==> src/rtl/freq_meter.sv <==
// rtl/freq_meter.sv - gate-time frequency meter; FREQ_METER_SYNC_EN adds a 2-flop sigIn synchronizer
module freq_meter #(
  parameter int BASE_SPEED = 50000000,
  parameter int GATE_DIV   = 10
) (
  input  logic        inClock,
  input  logic        reset,
  input  logic        enable,
  input  logic        sigIn,
  output logic [19:0] speed,
  output logic        valid,
  output logic        overflow,
  output logic        stalled
);

  localparam int GATE_CYCLES = BASE_SPEED / GATE_DIV;
  localparam int WW = $clog2(GATE_CYCLES);
  localparam logic [19:0] MAX20 = 20'hFFFFF;

  typedef enum logic {IDLE, GATE} state_t;

  state_t        state;
  logic          s;
  logic          prev;
  logic          rise;
  logic [WW-1:0] win_cnt;
  logic [19:0]   edge_cnt;
  logic [19:0]   total;
  logic [31:0]   prod;
  logic          win_close;

`ifdef FREQ_METER_SYNC_EN
  logic [1:0] sync;

  always_ff @(posedge inClock) begin
    if (reset) sync <= 2'b00;
    else       sync <= {sync[0], sigIn};
  end

  assign s = sync[1];
`else
  assign s = sigIn;
`endif

  assign rise      = s & ~prev;
  assign win_close = (win_cnt == WW'(GATE_CYCLES - 1));
  // The close-cycle edge belongs to the closing window, so fold it in before scaling.
  assign total     = (rise && edge_cnt != MAX20) ? edge_cnt + 20'd1 : edge_cnt;
  assign prod      = {12'd0, total} * 32'(GATE_DIV);

  always_ff @(posedge inClock) begin
    if (reset) begin
      state    <= IDLE;
      win_cnt  <= '0;
      edge_cnt <= '0;
      prev     <= 1'b0;
      speed    <= '0;
      valid    <= 1'b0;
      overflow <= 1'b0;
      stalled  <= 1'b0;
    end else begin
      prev  <= s;
      valid <= 1'b0;
      case (state)
        IDLE: begin
          win_cnt  <= '0;
          edge_cnt <= '0;
          if (enable) state <= GATE;
        end
        GATE: begin
          if (win_close) begin
            win_cnt  <= '0;
            edge_cnt <= '0;
            speed    <= (prod > {12'd0, MAX20}) ? MAX20 : prod[19:0];
            overflow <= (prod > {12'd0, MAX20});
            stalled  <= (total == 20'd0);
            valid    <= 1'b1;
            if (!enable) state <= IDLE;
          end else if (!enable) begin
            state    <= IDLE;
            win_cnt  <= '0;
            edge_cnt <= '0;
          end else begin
            win_cnt  <= win_cnt + 1'b1;
            edge_cnt <= total;
          end
        end
      endcase
    end
  end

endmodule

==> config.mk <==
export PLATFORM = sky130hd
export DESIGN_NAME = freq_meter
export DESIGN_NICKNAME = d
export VERILOG_FILES = /design/src/rtl/freq_meter.sv
export SDC_FILE = /design/constraint.sdc
export NUM_CORES = 1
export LEC_CHECK = 0
export CORE_ASPECT_RATIO = 1.2
export CORE_MARGIN = 3
export CORE_UTILIZATION = 35
export DETAILED_ROUTE_END_ITERATION = 6
export HOLD_SLACK_MARGIN = 0.08
export PLACE_DENSITY = 0.6
export REMOVE_ABC_BUFFERS = 1
export SLEW_MARGIN = 20
export SYNTH_ARGS = -nofsm -noshare
export SYNTH_HDL_FRONTEND = slang
export SYNTH_SLANG_ARGS = --single-unit
==> constraint.sdc <==
create_clock -name inClock -period 9.6 [get_ports inClock]
set_input_delay 1.92 -clock inClock [delete_from_list [all_inputs] [get_ports inClock]]
set_output_delay 1.92 -clock inClock [all_outputs]
set_load 0.005 [all_outputs]
Word-level counts from Yosys, hierarchy flattened
Index checks and enable logic that the tools add are counted.
Word-level totals
  output and inout port bits: 23
  logic and storage cells: 31
  flip-flop bits (word level): 68
  input port bits: 4
Operators by class
  multiplexer cells: 10
  multipliers: 1
  bitwise gates (word level): 3
  reduce and logical (&&, ||, !) cells: 4
  add/subtract/negate cells: 2
  $lt $le $gt $ge: 1
  equality and inequality tests: 2
Operators by type and width (count)
  $mux 20: 4
  $mux 23: 2
  $pmux 23 s2: 1
  $pmux 20 s2: 1
  $gt 24x20->1 const B: 1
  $add 23x1->23 const B: 1
  $eq 23x23->1 const B: 1
  $mul 20x3->23 const B: 1
  $add 20x1->20 const B: 1
  $logic_not 20->1: 1
  $ne 20x20->1 const B: 1
  $mux 1: 2
  $not 1->1: 2
  $reduce_and 2->1: 1
  $reduce_or 2->1: 1
  $and 1x1->1: 1
  $logic_and 1x1->1: 1

Longest topological paths before layout
Gate-level depths: netlist (run 1).
  depth in word-level cells: 7
  gate-level depth with buffers: 18
  mapped depth without buffers: 16

Least setup slack after synthesis (run 1)
No wires, ideal clock.
  kind: input -> register
  start point: in sigIn
  end point: reg speed[12]
  data required time: 9.519 ns
  stages: 15
  slack: 4.262 ns
  arrival time: 5.257 ns
  setup time: 0.081 ns
  path buffers: 2
  cell sequence: nor2b_1 -> nand2_1 -> o31a_1 -> or2_2 -> ha_1 -> ha_1 -> clkbuf_1 -> a21o_1 -> a221oi_1 -> o21ai_0 -> a32oi_1 -> mux2i_1 -> nor3_4 -> buf_6 -> a211oi_2
On the way
  word-level cells in the longest chain between the ends: 6
RTL lines
  start: declaration: RTL line 9  | input logic sigIn,
  $and 1x1->1: RTL line 45  | assign rise = s & ~prev;
  $logic_and 1x1->1: RTL line 48  | assign total = (rise && edge_cnt != MAX20) ? edge_cnt + 20'd1 : edge_cnt;
  $mux 20: RTL line 48
  net total[12]: RTL line 28  | logic [19:0] total;
  $mul 20x3->23: RTL line 49  | assign prod = {12'd0, total} * 32'(GATE_DIV);
  $gt 24x20->1: RTL line 74  | speed <= (prod > {12'd0, MAX20}) ? MAX20 : prod[19:0];
  $mux 20: RTL line 74
  end signal: assignment: RTL line 74
  end: declaration: RTL line 10  | output logic [19:0] speed,
The timed path passes the listed nets, and every way through them passes these cells.
A chain may end at the register's enable or synchronous reset.

Worst setup path in the final report (run 1)
  start point: in sigIn
  end point: reg speed[1]
Same word-level chain as after synthesis.

==> results of run 1 <==
## per-stage QoR
| step | worst slack (ns) | cell area (um2) | cells | total power, uW |
|---|---|---|---|---|
| after floorplan | 4.22 | 4160 | 483 | 289 |
| after global placement | 3.01 | 4670 | 670 | 296 |
| after detailed placement | 2.82 | 4670 | 670 | 296 |
| after CTS | 3.14 | 4980 | 686 | 636 |
| after global routing | 2.79 | 4980 | 686 | 650 |
| final | 3.12 | 4980 | 686 | 627 |
## layout by cell type, fill, tap and decap left out, types with 4 or more instances in the layout
| cell type | n |
|---|---|
| a211oi_2 | 9 |
| dfxtp_1 | 67 |
| a31oi_1 | 4 |
| and2_1 | 4 |
| nand2b_1 | 4 |
| nand2_1 | 28 |
| a211oi_1 | 9 |
| nor3_1 | 15 |
| or3_1 | 4 |
| and3_1 | 12 |
| clkdlybuf4s50_1 | 26 |
| inv_1 | 15 |
| mux2i_1 | 5 |
| clkbuf_16 | 9 |
| xnor2_1 | 16 |
| ha_1 | 37 |
| a21oi_1 | 18 |
| nor4_1 | 11 |
| and4_1 | 7 |
| o21ai_0 | 8 |
| buf_4 | 4 |
| a21o_1 | 4 |
| nand4_1 | 13 |
| xor2_1 | 29 |
| nand3_1 | 23 |
| nor2b_1 | 14 |
| nor2_1 | 82 |
## sequential cells by signal, summed over array words and instances (netlist names)
register / count
win_cnt: 23
edge_cnt: 20
speed: 20
valid: 1
prev: 1
state: 1
stalled: 1
## worst paths after layout
| path | start | end |
|---|---|---|
| setup / recovery | sigIn | speed[1] |
| hold / removal | win_cnt[0] | win_cnt[0] |
| setup reg to reg | edge_cnt[4] | speed[1] |
| hold reg to reg | win_cnt[0] | win_cnt[0] |
## routing by layer
layer	wire, um	part of all wire	track usage
met1	4540	0.44	0.193
met4	207	0.020	0.0640
met2	5250	0.51	0.279
met3	307	0.030	0.0331
met5	0	0	0
## power groups by stage
stage | sequential [uW] | combinational, uW | clock (uW)
finish | 279 | 10.3 | 338
global route | 279 | 11.3 | 359
CTS | 279 | 10.6 | 347
detailed placement | 285 | 10.5 | 0
global placement | 285 | 10.6 | 0
floorplan | 285 | 4.34 | 0
## cell type report
type | count | area [um2] | share of cell area
Multi-Input combinational cell | 401 | 2780 | 0.559
Sequential cell | 67 | 1340 | 0.269
Timing Repair Buffer | 30 | 290 | 0.0583
Clock buffer | 11 | 253 | 0.0507
Tap cell | 157 | 196 | 0.0394
Clock inverter | 5 | 60.1 | 0.0121
Inverter | 15 | 56.3 | 0.0113
## worst max-delay path, cell delays in order
cell             delay [ns]
clkdlybuf4s50_1        0.51
nor2b_1                0.37
nand2_1                0.23
nor4_1                 0.38
xor2_1                 0.41
ha_1                   0.32
ha_1                   0.43
o21ai_0                0.22
a21oi_1                0.06
o41ai_1                0.41
a31oi_1                0.19
mux2i_1                0.24
nor3_4                 0.77
a211oi_1               0.19
## logic make-up after synthesis
| kind of cell | share of synthesized area |
|---|---|
| fa+ha+maj | 0.114 |
| buf+inv | 0.0339 |
| simple gates | 0.289 |
| xor+xnor | 0.0929 |
| flops | 0.316 |
| mux | 0.0118 |
| compound gates | 0.143 |
==> metrics.txt, run 1 <==
# TYPE chip_impl_metric gauge
chip_impl_metric{name="grt_overflow_total",unit=""} 0
chip_impl_metric{name="worst-endpoint-required",unit="ns"} 9.78
chip_impl_metric{name="part_of_the_yosys_area_used_for_sequential_elements",unit=""} 0.316
chip_impl_metric{name="timing.slew.headroom",unit=""} 0.438
chip_impl_metric{name="synth_enable_flop_cells",unit=""} 0
chip_impl_metric{name="switchingPower",unit="uW"} 129
chip_impl_metric{name="drc_violation_count_after_routing",unit=""} 0
chip_impl_metric{name="maxCapViolCount",unit=""} 0
chip_impl_metric{name="syn_to_final_growth",unit="%"} 17.4
chip_impl_info{name="critPathKind",value="input pin to register"} 1
chip_impl_metric{name="cp.arrival",unit="ns"} 6.65
chip_impl_info{name="ranking_of_synthesized_cells_by_area",value="dfxtp_1, ha_1, nor2_1, xor2_1, xnor2_1"} 1
chip_impl_metric{name="ios",unit=""} 27
chip_impl_metric{name="fillerInstances",unit=""} 1198
chip_impl_metric{name="routed_wl",unit="mm"} 10.3
chip_impl_metric{name="max_slew_violation_total_from_the_final_report",unit=""} 0
chip_impl_info{name="outcome",value="finished, final reports clean"} 1
chip_impl_metric{name="post_syn_instances",unit=""} 502
chip_impl_metric{name="routedWlPerCell",unit="um"} 15.0
chip_impl_metric{name="clock_latency",unit="ns"} 0.33
chip_impl_info{name="cts_tree",value="yes"} 1
chip_impl_metric{name="via_per_inst",unit=""} 5.32
chip_impl_metric{name="numClockSinks",unit=""} 67
chip_impl_metric{name="detail_route.iter0.violations",unit=""} 126
chip_impl_metric{name="yosys_register_bits",unit=""} 67
chip_impl_metric{name="routed-via-count",unit=""} 3652
chip_impl_metric{name="reg2reg_slack",unit="ns"} 4.43
chip_impl_metric{name="clkSlewWorstSetupHoldPaths",unit="ns"} 0.05
chip_impl_metric{name="placementRows",unit=""} 43
chip_impl_metric{name="dp_hpwl",unit="mm"} 7.81
chip_impl_metric{name="max_freq",unit="MHz"} 154
chip_impl_metric{name="power_density",unit="nW/um2"} 126
chip_impl_info{name="yosys-top-cells-count",value="nor2_1, dfxtp_1, ha_1"} 1
chip_impl_metric{name="power.combinational.fraction",unit=""} 0.016
chip_impl_metric{name="design.final.nets",unit=""} 566
chip_impl_metric{name="postSynthAreaPerCell",unit="um2"} 8.45
chip_impl_metric{name="gr-usage-all-layers",unit=""} 0.160
chip_impl_metric{name="grt_pass1_wl",unit="mm"} 17.4
chip_impl_metric{name="place.gp.congestion",unit=""} 0.878
chip_impl_metric{name="floorplan.initialDensity",unit=""} 0.362
chip_impl_info{name="unrepaired_setup_endpoints_after_global_routing",value="false"} 1
chip_impl_metric{name="hold_buffers",unit=""} 0
chip_impl_metric{name="sequentialPowerShare",unit=""} 0.445
chip_impl_metric{name="cts_repair_resize_count",unit=""} 0
chip_impl_metric{name="crit_fanout",unit=""} 17
chip_impl_info{name="yosysMostFrequentCell",value="nor2_1"} 1
chip_impl_metric{name="mappedNetlistArea",unit="um2"} 4240
chip_impl_metric{name="ff2ff_path_depth",unit=""} 13
chip_impl_info{name="worstSetupStartpointType",value="input pin"} 1
chip_impl_metric{name="cts_buffer_count",unit=""} 9
chip_impl_metric{name="grt_max_degree",unit=""} 28
chip_impl_metric{name="design.die.area",unit="um2"} 13500
chip_impl_metric{name="yosys_warnings",unit=""} 0
chip_impl_metric{name="worst_hold_slack",unit="ns"} 0.466
chip_impl_metric{name="vdd.ir_drop.worst",unit="V"} 0.0000940
chip_impl_metric{name="cts.path.max_buffers",unit=""} 2
chip_impl_metric{name="io_buffer_count",unit=""} 26
chip_impl_metric{name="worst_hold_path_depth",unit=""} 1
chip_impl_metric{name="finalCoreUtilization",unit=""} 0.425
chip_impl_info{name="synth_ff_type",value="dfxtp_1"} 1
chip_impl_metric{name="die_width",unit="um"} 107
chip_impl_metric{name="synth_largest_type_area_fraction",unit=""} 0.316
chip_impl_metric{name="n_antenna_cell",unit=""} 0
chip_impl_metric{name="power.share.switching",unit=""} 0.206
chip_impl_metric{name="number_of_global_route_vias_before_repair",unit=""} 3535
chip_impl_metric{name="clock_power_share",unit=""} 0.538
chip_impl_metric{name="cts.htree.levels",unit=""} 3
chip_impl_metric{name="postCtsSetupBuffers",unit=""} 0
chip_impl_metric{name="firstDrtPassIters",unit=""} 4
chip_impl_metric{name="hold_violations",unit=""} 0
chip_impl_metric{name="p_int",unit="uW"} 498
chip_impl_metric{name="setup-tns-final",unit="ns"} 0
chip_impl_metric{name="layout_worst_path_cycle_share",unit=""} 0.675
chip_impl_metric{name="post_route_cells_drive_above_1_share",unit=""} 0.0794
chip_impl_metric{name="finClkSkew",unit="ns"} 0.00556
chip_impl_metric{name="die_height",unit="um"} 127
chip_impl_metric{name="actual_slew_at_the_worst_max_slew_pin",unit="ns"} 0.840
chip_impl_metric{name="timing.final.crit_period",unit="ns"} 6.48
chip_impl_info{name="synth_top_area_cell",value="dfxtp_1"} 1
chip_impl_info{name="hold_path.class",value="register to register"} 1
chip_impl_metric{name="static_leakage",unit="uW"} 0.00199
chip_impl_metric{name="core",unit="um2"} 11700
chip_impl_info{name="clock-root-buffer",value="clkbuf_16"} 1
chip_impl_metric{name="antenna_found_initial",unit=""} 0
chip_impl_metric{name="postSynth.asyncResetShare",unit=""} 0
chip_impl_info{name="critPathCaptureType",value="register"} 1
chip_impl_metric{name="synth_unique_cells",unit=""} 61
chip_impl_metric{name="timing.final.setup_violations",unit=""} 0
chip_impl_metric{name="final_antenna_net_count",unit=""} 0
(Power assumes the default switching activity.)
==> run 2, diff against run 1 <==
--- a/config.mk
+++ b/config.mk
@@ -10,7 +10,7 @@
 export CORE_UTILIZATION = 35
 export DETAILED_ROUTE_END_ITERATION = 6
 export HOLD_SLACK_MARGIN = 0.08
-export PLACE_DENSITY = 0.6
+export PLACE_DENSITY = 0.62
 export REMOVE_ABC_BUFFERS = 1
 export SLEW_MARGIN = 20
 export SYNTH_ARGS = -nofsm -noshare
==> constraint.sdc (replaced) <==
create_clock -name inClock -period 5.25 [get_ports inClock]
set_input_delay 1.05 -clock inClock [delete_from_list [all_inputs] [get_ports inClock]]
set_output_delay 1.05 -clock inClock [all_outputs]
set_load 0.005 [all_outputs]
==> run 2 against run 1 <==
Net effect: cell count rose by 5.0%; first-iteration DRC count rose by 83%; worst hold slack worse by 0.0033 ns; critical path depth is 3 higher; wire length rose by 0.59%; sequential cell count unchanged; total power grew 88%; cell area grew 5.2%; clock power increased by 92%; combinational power increased by 100%; core utilization rose by 2.2 points; register-to-register slack lost 3.7 ns; critical path type unchanged; critical endpoint is now speed[2].
==> metrics.txt, run 2 (synthesis results as in run 1) <==
# TYPE chip_impl_metric gauge
chip_impl_info{name="largest_registers",value="win_cnt (23), edge_cnt (20), speed (20)"} 1
chip_impl_info{name="layout_common_cells",value="nor2_1, dfxtp_1, buf_4"} 1
chip_impl_metric{name="clock_latency",unit="ns"} 0.33
chip_impl_metric{name="routed_wl",unit="mm"} 10.4
chip_impl_info{name="largest-register",value="win_cnt"} 1
chip_impl_info{name="unrepaired_setup_endpoints_after_global_routing",value="false"} 1
chip_impl_info{name="layout.cells.most_common",value="nor2_1"} 1
chip_impl_metric{name="cts.path.max_buffers",unit=""} 2
chip_impl_metric{name="syn_to_final_growth",unit="%"} 23.5
chip_impl_metric{name="die_height",unit="um"} 127
chip_impl_metric{name="gr-usage-all-layers",unit=""} 0.159
chip_impl_metric{name="fillerInstances",unit=""} 1178
chip_impl_metric{name="timing.slew.headroom",unit=""} 0.363
chip_impl_metric{name="detail_route.iter0.violations",unit=""} 230
chip_impl_metric{name="dp_hpwl",unit="mm"} 7.84
chip_impl_metric{name="hold_violations",unit=""} 0
chip_impl_metric{name="grt_max_degree",unit=""} 24
chip_impl_info{name="outcome",value="finished, final reports clean"} 1
chip_impl_metric{name="place.gp.congestion",unit=""} 0.895
chip_impl_info{name="cell_chain_critical_path",value="clkdlybuf4s50_1 > and3b_1 > nand2_1 > a21oi_1 > buf_4 > nor2_1 > ha_1 > ha_1 > fa_1 > a21oi_1 > nand4b_1 > nand3_1 > a32oi_1 > mux2i_1 > nor3_4 > buf_4 > a211oi_1"} 1
chip_impl_metric{name="placementRows",unit=""} 43
chip_impl_metric{name="finClkSkew",unit="ns"} 0.00716
chip_impl_metric{name="cts.htree.levels",unit=""} 3
chip_impl_metric{name="cts_repair_resize_count",unit=""} 0
chip_impl_info{name="critPathKind",value="input pin to register"} 1
chip_impl_metric{name="number_of_global_route_vias_before_repair",unit=""} 3678
chip_impl_metric{name="die_width",unit="um"} 107
chip_impl_metric{name="actual_slew_at_the_worst_max_slew_pin",unit="ns"} 0.954
chip_impl_metric{name="antenna_found_initial",unit=""} 0
chip_impl_metric{name="final_cell_count_no_fill",unit=""} 720
chip_impl_info{name="cts_tree",value="yes"} 1
chip_impl_metric{name="io_buffer_count",unit=""} 26
chip_impl_metric{name="cp_max_stage_delay",unit="ns"} 0.53
chip_impl_metric{name="final_antenna_net_count",unit=""} 0
chip_impl_info{name="worstSetupStartpointType",value="input pin"} 1
chip_impl_metric{name="crit_fanout",unit=""} 6
chip_impl_metric{name="numClockSinks",unit=""} 67
chip_impl_info{name="clock-root-buffer",value="clkbuf_16"} 1
chip_impl_metric{name="routed-via-count",unit=""} 3820
chip_impl_metric{name="dp.cells",unit=""} 702
chip_impl_metric{name="n_antenna_cell",unit=""} 0
chip_impl_info{name="critPathCaptureType",value="register"} 1
chip_impl_metric{name="post_route_cells_drive_above_1_share",unit=""} 0.135
chip_impl_info{name="crit_slowest_cell",value="clkdlybuf4s50_1"} 1
chip_impl_metric{name="max_slew_violation_total_from_the_final_report",unit=""} 0
chip_impl_metric{name="design.final.nets",unit=""} 600
chip_impl_metric{name="static_leakage",unit="uW"} 0.00216
chip_impl_metric{name="timing.final.crit_period",unit="ns"} 4.77
chip_impl_metric{name="largest_register_ffs",unit=""} 23
chip_impl_metric{name="via_per_inst",unit=""} 5.31
chip_impl_metric{name="grt_overflow_total",unit=""} 0
chip_impl_metric{name="floorplan.initialDensity",unit=""} 0.362
chip_impl_metric{name="power_density",unit="nW/um2"} 225
chip_impl_metric{name="total_power",unit="uW"} 1180
chip_impl_metric{name="clkSlewWorstSetupHoldPaths",unit="ns"} 0.06
chip_impl_metric{name="ios",unit=""} 27
chip_impl_metric{name="design.die.area",unit="um2"} 13500
chip_impl_metric{name="cp.arrival",unit="ns"} 5.00
chip_impl_metric{name="core",unit="um2"} 11700
chip_impl_info{name="hold_path.class",value="register to register"} 1
chip_impl_metric{name="drc_violation_count_after_routing",unit=""} 0
chip_impl_metric{name="layout_worst_path_cycle_share",unit=""} 0.908
chip_impl_metric{name="maxCapViolCount",unit=""} 0
chip_impl_metric{name="setup-tns-final",unit="ns"} 0
chip_impl_metric{name="cts_buffer_count",unit=""} 9
chip_impl_metric{name="max_freq",unit="MHz"} 210
chip_impl_metric{name="timing.final.setup_violations",unit=""} 0
chip_impl_metric{name="grt_pass1_wl",unit="mm"} 17.5
chip_impl_metric{name="worst-endpoint-required",unit="ns"} 5.49
chip_impl_metric{name="vdd.ir_drop.worst",unit="V"} 0.000220
chip_impl_metric{name="firstDrtPassIters",unit=""} 5
chip_impl_metric{name="routedWlPerCell",unit="um"} 14.4
-- run 2: area by class of cell --
cell class	instances	area (um2)	area share
sequential	67	1340	0.256
tap	157	196	0.0375
multi-input combinational	401	2780	0.531
inverter	15	56.3	0.0107
clock inverter	7	92.6	0.0177
timing repair buffer	64	546	0.104
clock buffer	9	225	0.0430
-- run 2: timing repair --
item	4_1_cts	5_1_grt
buffers inserted	0	2
setup endpoints to repair	0	17
endpoints found under the hold margin	0	0
hold buffers	0	0
-- run 2: worst paths after layout --
check                            startpoint    endpoint  slack (ns)  cells after the start
worst max-delay path                  sigIn    speed[2]        0.48                     17
worst min-delay path             win_cnt[0]  win_cnt[0]        0.46                      1
worst min register to register   win_cnt[0]  win_cnt[0]        0.46                      1
worst max register to register  edge_cnt[0]    speed[2]        0.71                     17
-- run 2: routing by layer --
layer | track usage | vias to the layer above | part of all wire
met5 | 0 | - | 0
li1 | - | 1924 | -
met4 | 0.0489 | 0 | 0.014
met2 | 0.274 | 91 | 0.49
met1 | 0.204 | 1793 | 0.46
met3 | 0.0244 | 12 | 0.035
-- run 2: where the power goes --
part           switching (uW)  total (uW)  internal (uW)
logic                    12.4        20.6           8.19
clock network             234         648            415
registers                1.15         511            510
-- run 2: critical path: cells and delay by family --
| family | cells | cell delay, ns |
|---|---|---|
| AO/OA/AOI/OAI | 4 | 0.88 |
| adder cells (fa/ha/maj) | 3 | 0.98 |
| AND/OR/NAND/NOR | 6 | 0.84 |
| buffers and inverters | 3 | 0.89 |
| multiplexers | 1 | 0.37 |
-- run 2: metrics by stage --
stage          setup WS, ns  hold slack, ns  cell area (um2)  utilization
2_1_floorplan         0.542           0.426             4160            -
3_3_place_gp        -0.0862           0.439             4910        0.418
3_5_place_dp         -0.114           0.455             4910        0.418
4_1_cts               0.226           0.468             5230        0.446
5_1_grt              0.0780           0.494             5240        0.447
6_report              0.484           0.463             5240        0.447
==> run 3, diff against run 2 <==
--- a/config.mk
+++ b/config.mk
@@ -8,6 +8,7 @@
 export CORE_ASPECT_RATIO = 1.2
 export CORE_MARGIN = 3
 export CORE_UTILIZATION = 35
+export CTS_CLUSTER_SIZE = 8
 export DETAILED_ROUTE_END_ITERATION = 6
 export HOLD_SLACK_MARGIN = 0.08
 export PLACE_DENSITY = 0.62
==> results of run 3 <==
Final layout, timing and power as in run 2 (identical DEF).
